==> src/rtl/wb_arbiter_if.sv <==
// Bundle of requester, write-port and scoreboard signals for wb_arbiter.
// The arbiter uses the slave view; requesters and the register file use the master view.
interface wb_arbiter_if;
    logic [3:0]   req_valid;
    logic [3:0]   req_ready;
    logic [19:0]  req_rd;
    logic [127:0] req_data;
    logic [3:0]   req_fpr;

    logic         reg_write_o;
    logic [4:0]   write_reg;
    logic [31:0]  write_data;
    logic         FPR_GPR_sel;
    logic [1:0]   grant_id;

    logic         issue_valid;
    logic [4:0]   issue_rd;
    logic         issue_fpr;
    logic [4:0]   query_rs1;
    logic [4:0]   query_rs2;
    logic         query_fpr;
    logic         rs1_busy;
    logic         rs2_busy;

    modport slave (
        input  req_valid, req_rd, req_data, req_fpr,
        input  issue_valid, issue_rd, issue_fpr, query_rs1, query_rs2, query_fpr,
        output req_ready, reg_write_o, write_reg, write_data, FPR_GPR_sel, grant_id,
        output rs1_busy, rs2_busy
    );

    modport master (
        output req_valid, req_rd, req_data, req_fpr,
        output issue_valid, issue_rd, issue_fpr, query_rs1, query_rs2, query_fpr,
        input  req_ready, reg_write_o, write_reg, write_data, FPR_GPR_sel, grant_id,
        input  rs1_busy, rs2_busy
    );
endinterface

==> src/rtl/wb_arbiter.sv <==
// Round-robin write-back arbiter for ALU/LSU/MUL/FPU with a registered register-file write port.
// Define WB_SCOREBOARD_EN to include the GPR/FPR busy-bit scoreboard.
module wb_arbiter (
    input  logic        clk,
    input  logic        rst,
    wb_arbiter_if.slave wb
);

    logic [1:0]  ptr_q, ptr_d;
    logic        grant_valid;
    logic [1:0]  grant_idx;
    logic [1:0]  search_idx;
    logic [3:0]  req_ready;

    logic [4:0]  sel_rd;
    logic [31:0] sel_data;
    logic        sel_fpr;

    logic        reg_write_q, reg_write_d;
    logic [4:0]  write_reg_q, write_reg_d;
    logic [31:0] write_data_q, write_data_d;
    logic        fpr_sel_q, fpr_sel_d;
    logic [1:0]  grant_id_q, grant_id_d;

    // ptr_q holds the last granted index; search starts one past it
    always_comb begin
        grant_valid = 1'b0;
        grant_idx   = 2'd0;
        search_idx  = 2'd0;
        for (int k = 1; k <= 4; k++) begin
            search_idx = ptr_q + 2'(k);
            if (!grant_valid && wb.req_valid[search_idx]) begin
                grant_valid = 1'b1;
                grant_idx   = search_idx;
            end
        end
        if (rst) begin
            grant_valid = 1'b0;
        end
    end

    always_comb begin
        req_ready = 4'b0000;
        if (grant_valid) begin
            req_ready = 4'b0001 << grant_idx;
        end
    end

    assign wb.req_ready = req_ready;

    always_comb begin
        sel_rd   = wb.req_rd[5*grant_idx +: 5];
        sel_data = wb.req_data[32*grant_idx +: 32];
        sel_fpr  = wb.req_fpr[grant_idx];
    end

    // A granted requester always has valid high, so a grant is a transfer
    always_comb begin
        ptr_d        = ptr_q;
        reg_write_d  = 1'b0;
        write_reg_d  = write_reg_q;
        write_data_d = write_data_q;
        fpr_sel_d    = fpr_sel_q;
        grant_id_d   = grant_id_q;
        if (grant_valid) begin
            ptr_d        = grant_idx;
            reg_write_d  = sel_fpr || (sel_rd != 5'd0);
            write_reg_d  = sel_rd;
            write_data_d = sel_data;
            fpr_sel_d    = sel_fpr;
            grant_id_d   = grant_idx;
        end
    end

    always_ff @(posedge clk) begin
        if (rst) begin
            ptr_q        <= 2'd3;
            reg_write_q  <= 1'b0;
            write_reg_q  <= 5'd0;
            write_data_q <= 32'd0;
            fpr_sel_q    <= 1'b0;
            grant_id_q   <= 2'd0;
        end else begin
            ptr_q        <= ptr_d;
            reg_write_q  <= reg_write_d;
            write_reg_q  <= write_reg_d;
            write_data_q <= write_data_d;
            fpr_sel_q    <= fpr_sel_d;
            grant_id_q   <= grant_id_d;
        end
    end

    assign wb.reg_write_o = reg_write_q;
    assign wb.write_reg   = write_reg_q;
    assign wb.write_data  = write_data_q;
    assign wb.FPR_GPR_sel = fpr_sel_q;
    assign wb.grant_id    = grant_id_q;

`ifdef WB_SCOREBOARD_EN
    logic [31:0] gpr_busy_q, gpr_busy_d;
    logic [31:0] fpr_busy_q, fpr_busy_d;

    // Clear on write-back first, then set on issue, so a same-edge issue wins
    always_comb begin
        gpr_busy_d = gpr_busy_q;
        fpr_busy_d = fpr_busy_q;
        if (grant_valid) begin
            if (sel_fpr) begin
                fpr_busy_d[sel_rd] = 1'b0;
            end else begin
                gpr_busy_d[sel_rd] = 1'b0;
            end
        end
        if (wb.issue_valid) begin
            if (wb.issue_fpr) begin
                fpr_busy_d[wb.issue_rd] = 1'b1;
            end else begin
                gpr_busy_d[wb.issue_rd] = 1'b1;
            end
        end
        gpr_busy_d[0] = 1'b0;
    end

    always_ff @(posedge clk) begin
        if (rst) begin
            gpr_busy_q <= 32'd0;
            fpr_busy_q <= 32'd0;
        end else begin
            gpr_busy_q <= gpr_busy_d;
            fpr_busy_q <= fpr_busy_d;
        end
    end

    assign wb.rs1_busy = wb.query_fpr ? fpr_busy_q[wb.query_rs1] : gpr_busy_q[wb.query_rs1];
    assign wb.rs2_busy = wb.query_fpr ? fpr_busy_q[wb.query_rs2] : gpr_busy_q[wb.query_rs2];
`else
    logic unused_sb;
    assign unused_sb   = ^{wb.issue_valid, wb.issue_rd, wb.issue_fpr,
                           wb.query_rs1, wb.query_rs2, wb.query_fpr};
    assign wb.rs1_busy = 1'b0;
    assign wb.rs2_busy = 1'b0;
`endif

endmodule

==> src/flat_wrapper.sv <==
// flat-port wrapper written by rule: the top's interface ports become plain ports
module wb_arbiter_flat 
  (clk, rst, wb_req_valid, wb_req_rd, wb_req_data, wb_req_fpr, wb_issue_valid, wb_issue_rd, wb_issue_fpr, wb_query_rs1, wb_query_rs2, wb_query_fpr, wb_req_ready, wb_reg_write_o, wb_write_reg, wb_write_data, wb_FPR_GPR_sel, wb_grant_id, wb_rs1_busy, wb_rs2_busy);
  wb_arbiter_if wb_i ();
  input  logic clk;
  input  logic rst;
  input wire logic [$bits(wb_i.req_valid)-1:0] wb_req_valid;
  input wire logic [$bits(wb_i.req_rd)-1:0] wb_req_rd;
  input wire logic [$bits(wb_i.req_data)-1:0] wb_req_data;
  input wire logic [$bits(wb_i.req_fpr)-1:0] wb_req_fpr;
  input wire logic [$bits(wb_i.issue_valid)-1:0] wb_issue_valid;
  input wire logic [$bits(wb_i.issue_rd)-1:0] wb_issue_rd;
  input wire logic [$bits(wb_i.issue_fpr)-1:0] wb_issue_fpr;
  input wire logic [$bits(wb_i.query_rs1)-1:0] wb_query_rs1;
  input wire logic [$bits(wb_i.query_rs2)-1:0] wb_query_rs2;
  input wire logic [$bits(wb_i.query_fpr)-1:0] wb_query_fpr;
  output wire logic [$bits(wb_i.req_ready)-1:0] wb_req_ready;
  output wire logic [$bits(wb_i.reg_write_o)-1:0] wb_reg_write_o;
  output wire logic [$bits(wb_i.write_reg)-1:0] wb_write_reg;
  output wire logic [$bits(wb_i.write_data)-1:0] wb_write_data;
  output wire logic [$bits(wb_i.FPR_GPR_sel)-1:0] wb_FPR_GPR_sel;
  output wire logic [$bits(wb_i.grant_id)-1:0] wb_grant_id;
  output wire logic [$bits(wb_i.rs1_busy)-1:0] wb_rs1_busy;
  output wire logic [$bits(wb_i.rs2_busy)-1:0] wb_rs2_busy;
  assign wb_i.req_valid = wb_req_valid;
  assign wb_i.req_rd = wb_req_rd;
  assign wb_i.req_data = wb_req_data;
  assign wb_i.req_fpr = wb_req_fpr;
  assign wb_i.issue_valid = wb_issue_valid;
  assign wb_i.issue_rd = wb_issue_rd;
  assign wb_i.issue_fpr = wb_issue_fpr;
  assign wb_i.query_rs1 = wb_query_rs1;
  assign wb_i.query_rs2 = wb_query_rs2;
  assign wb_i.query_fpr = wb_query_fpr;
  assign wb_req_ready = wb_i.req_ready;
  assign wb_reg_write_o = wb_i.reg_write_o;
  assign wb_write_reg = wb_i.write_reg;
  assign wb_write_data = wb_i.write_data;
  assign wb_FPR_GPR_sel = wb_i.FPR_GPR_sel;
  assign wb_grant_id = wb_i.grant_id;
  assign wb_rs1_busy = wb_i.rs1_busy;
  assign wb_rs2_busy = wb_i.rs2_busy;
  wb_arbiter u_core (.clk(clk), .rst(rst), .wb(wb_i));
endmodule
==> config.mk <==
export PLATFORM = sky130hd
export DESIGN_NAME = wb_arbiter_flat
export DESIGN_NICKNAME = d
export VERILOG_FILES = /design/src/rtl/wb_arbiter_if.sv /design/src/rtl/wb_arbiter.sv /design/src/flat_wrapper.sv
export SDC_FILE = /design/constraint.sdc
export NUM_CORES = 1
export LEC_CHECK = 0
export ABC_AREA = 1
export CAP_MARGIN = 20
export CORE_MARGIN = 2
export CORE_UTILIZATION = 35
export DETAILED_ROUTE_END_ITERATION = 7
export HOLD_SLACK_MARGIN = 0.12
export PLACE_DENSITY = 0.93
export RECOVER_POWER = 50
export SLEW_MARGIN = 20
export SYNTH_ARGS = -nofsm -noshare
export SYNTH_HDL_FRONTEND = slang
export SYNTH_SLANG_ARGS = --single-unit
==> constraint.sdc <==
create_clock -name clk -period 2.8 [get_ports clk]
set_clock_uncertainty 0.15 [all_clocks]
set_input_delay 0.28 -clock clk [delete_from_list [all_inputs] [get_ports clk]]
set_output_delay 0.28 -clock clk [all_outputs]
set_load 0.01 [all_outputs]
==> impl_results.md <==
- Status: completed
- Fin crit share: 0.8973
- Core area: about 8300 um^2
- Cell taking the most area after synthesis: dfxtp_1
- Peak VDD IR: just over 0.7 mV
- Top-area cell type share of the netlist area: 0.2873
- # placed instances: 735
- Sequential element share of the synthesized area: 0.2873
- Syn Area/Cell: slightly below 7 um^2
- Yosys warning total: 0
- Layout cells sized above 1: 0.1047
- Post-DRT Antenna Nets: 0
- Worst-path clk slew: 0.08 ns
- DP Area: 5094 um^2
- Drc violations: 0
- Setup crit start kind: register
- DP HPWL: 8526 um
- Final instance area: approximately 5200 um^2
- DRT iter0 DRCs: 79
- Post-Syn Instances: ~450
- Synth cell types: 35
- CTS buffer count: 5
- IO Port Bufs: 202
- GRT overflow: 0
- Drt total wl: around 11000 um
- Pre-Repair DR Iteration Count: 4
- Initial Util: 0.3629
- P_leak: 2.329 nW
- Most frequent cells in the layout: 157 x clkdlybuf4s50_1, 135 x nand2_1, 44 x nor2_1
- Req. time, crit path: 2.89 ns
- WL/cell: between 15 and 20 um
- P per Cell Area: 1232 nW/um^2
- End-of-flow core utilization: 0.6341
- First-pass GRT wire length: 15730 um
- GP Congestion: 0.8620
- Tot Pwr: between 6 and 7 mW
- Largest net degree at the start of global routing: between 80 and 90
- Cell Rows: 33
- DR vias/cell: around 5
- Hold WC Path Type: reg -> reg
- FF+latch count, synth: 43
- Die height: a little under 100 um
- Gr usage total: 0.2153
- Area growth from synthesis to layout: 74.74%
- Die Span X: a little under 100 um
- Setup CP Type: reg -> reg
- CTS hold repair buffers: 0
- Vias in the first global route: 3492
- Clk buf depth: 2
- Final Hold Viols: 0
- Max-slew violations: 0
- RSZ-0062 raised after global routing: false
- Largest register FFs: 32
- Setup TNS: 0 ns
- CTS HTree Levels: 2
- Max-Cap Viols: 0
- Finished Layout Cells: about 750
- Synth area leaders: dfxtp_1 29%, nand2_1 17%, nor2_1 5.5%
- Crit. End Element: register
- Final setup violation count: 0
- Synth Cell Area: roughly 3000 um^2
- Max Clock Freq: about 400 MHz
- Vias after detailed routing: approximately 3800
- Crit-path max FO: 40
- Diodes inserted: 0
- Initial antenna violation count: 0
- Most common cell after layout, fill and taps aside: clkdlybuf4s50_1
- CTS Root Cell: clkbuf_8
- CTS tree: yes
- Sink Count: 43
- Top Ports: ~220
- Die Footprint: 9318 um^2
- Worst-skew pair later-pin latency: approximately 0.29 ns
- CP arrival: ~2.6 ns
- Layout net count: just over 800
- Tmin final: between 2 and 3 ns
[through the flow]
step / hold slack (ns) / setup WS, ns
floorplan: 0.3110 / 0.6610
global placement: 0.2860 / -0.02240
detailed placement: 0.2881 / -0.06539
CTS: 0.3091 / 0.0003215
global route: 0.3256 / 0.04847
finish: 0.3012 / 0.2876
[kinds of logic after synthesis]
kind of cell,after synthesis,synth area share
simple gates,241,0.3612
compound gates,96,0.2142
buf+inv,51,0.09269
mux,13,0.04342
other cells,1,0.001251
flops,43,0.2873
[worst max-delay path, stage by stage (launching register included)]
cell	delay, ns
dfxtp_4	0.39
buf_4	0.15
nand2_1	0.05
nand2_1	0.09
nand2_2	0.09
nand2_2	0.10
inv_2	0.08
nand2_1	0.08
nand2_2	0.08
nand3_4	0.11
buf_16	0.21
inv_2	0.20
buf_4	0.27
nor2_1	0.06
o22ai_1	0.18
nand2_1	0.07
nand2_1	0.06
[cell type report]
type	instances	area, um^2
well taps	105	131.4
multi-input cells	352	1869
flip-flops and latches	43	865.8
fillers	668	3022
inverters	18	70.07
clock inverters	2	12.51
clock buffers	6	72.57
repair buffers	219	2215
[synthesized netlist by cell type (all sizes together)]
library cell and number:
nand3b 1, o21ai 45, dfxtp 43, nand2 150, a31oi 1, buf 31
conb 1, nor3 2, a22o 1, inv 18, o22ai 19, a21oi 3
o211ai 27, nand3 26, clkbuf 2, or2 14, nor2 48, mux2i 13
[path summary, 6_finish.rpt]
path                           start                  endpoint  slack, ns  cells after the start
max                  u_core.ptr_q[0]  u_core.wb.write_data[15]       0.29                     16
min          u_core.wb.write_data[0]   u_core.wb.write_data[0]       0.30                      2
max reg2reg          u_core.ptr_q[0]  u_core.wb.write_data[15]       0.29                     16
min reg2reg  u_core.wb.write_data[0]   u_core.wb.write_data[0]       0.30                      2
[what timing repair did]
action / in CTS / in global routing
gates resized for setup: 5 / 9
pin swaps: 0 / 1
setup buffers: 0 / 1
hold endpoints to repair: 0 / 0
endpoints found under the setup margin: 4 / 15
gates cloned: 0 / 1
[report_power, final]
| group | internal (mW) | switching (mW) |
|---|---|---|
| Combinational | 2.07 | 2.95 |
| Sequential | 0.893 | 0.137 |
| Clock | 0.175 | 0.221 |
| Total | 3.14 | 3.31 |
[metal layers]
layer | vias up | global-route usage | wire length, um
li1 | 1869 | - | -
met1 | 1744 | 0.2368 | 4282
met2 | 202 | 0.4034 | 5768
met3 | 19 | 0.05508 | 1060
met4 | 0 | 0.06573 | 184
met5 | - | 0 | 0
(Power assumes the default switching activity.)
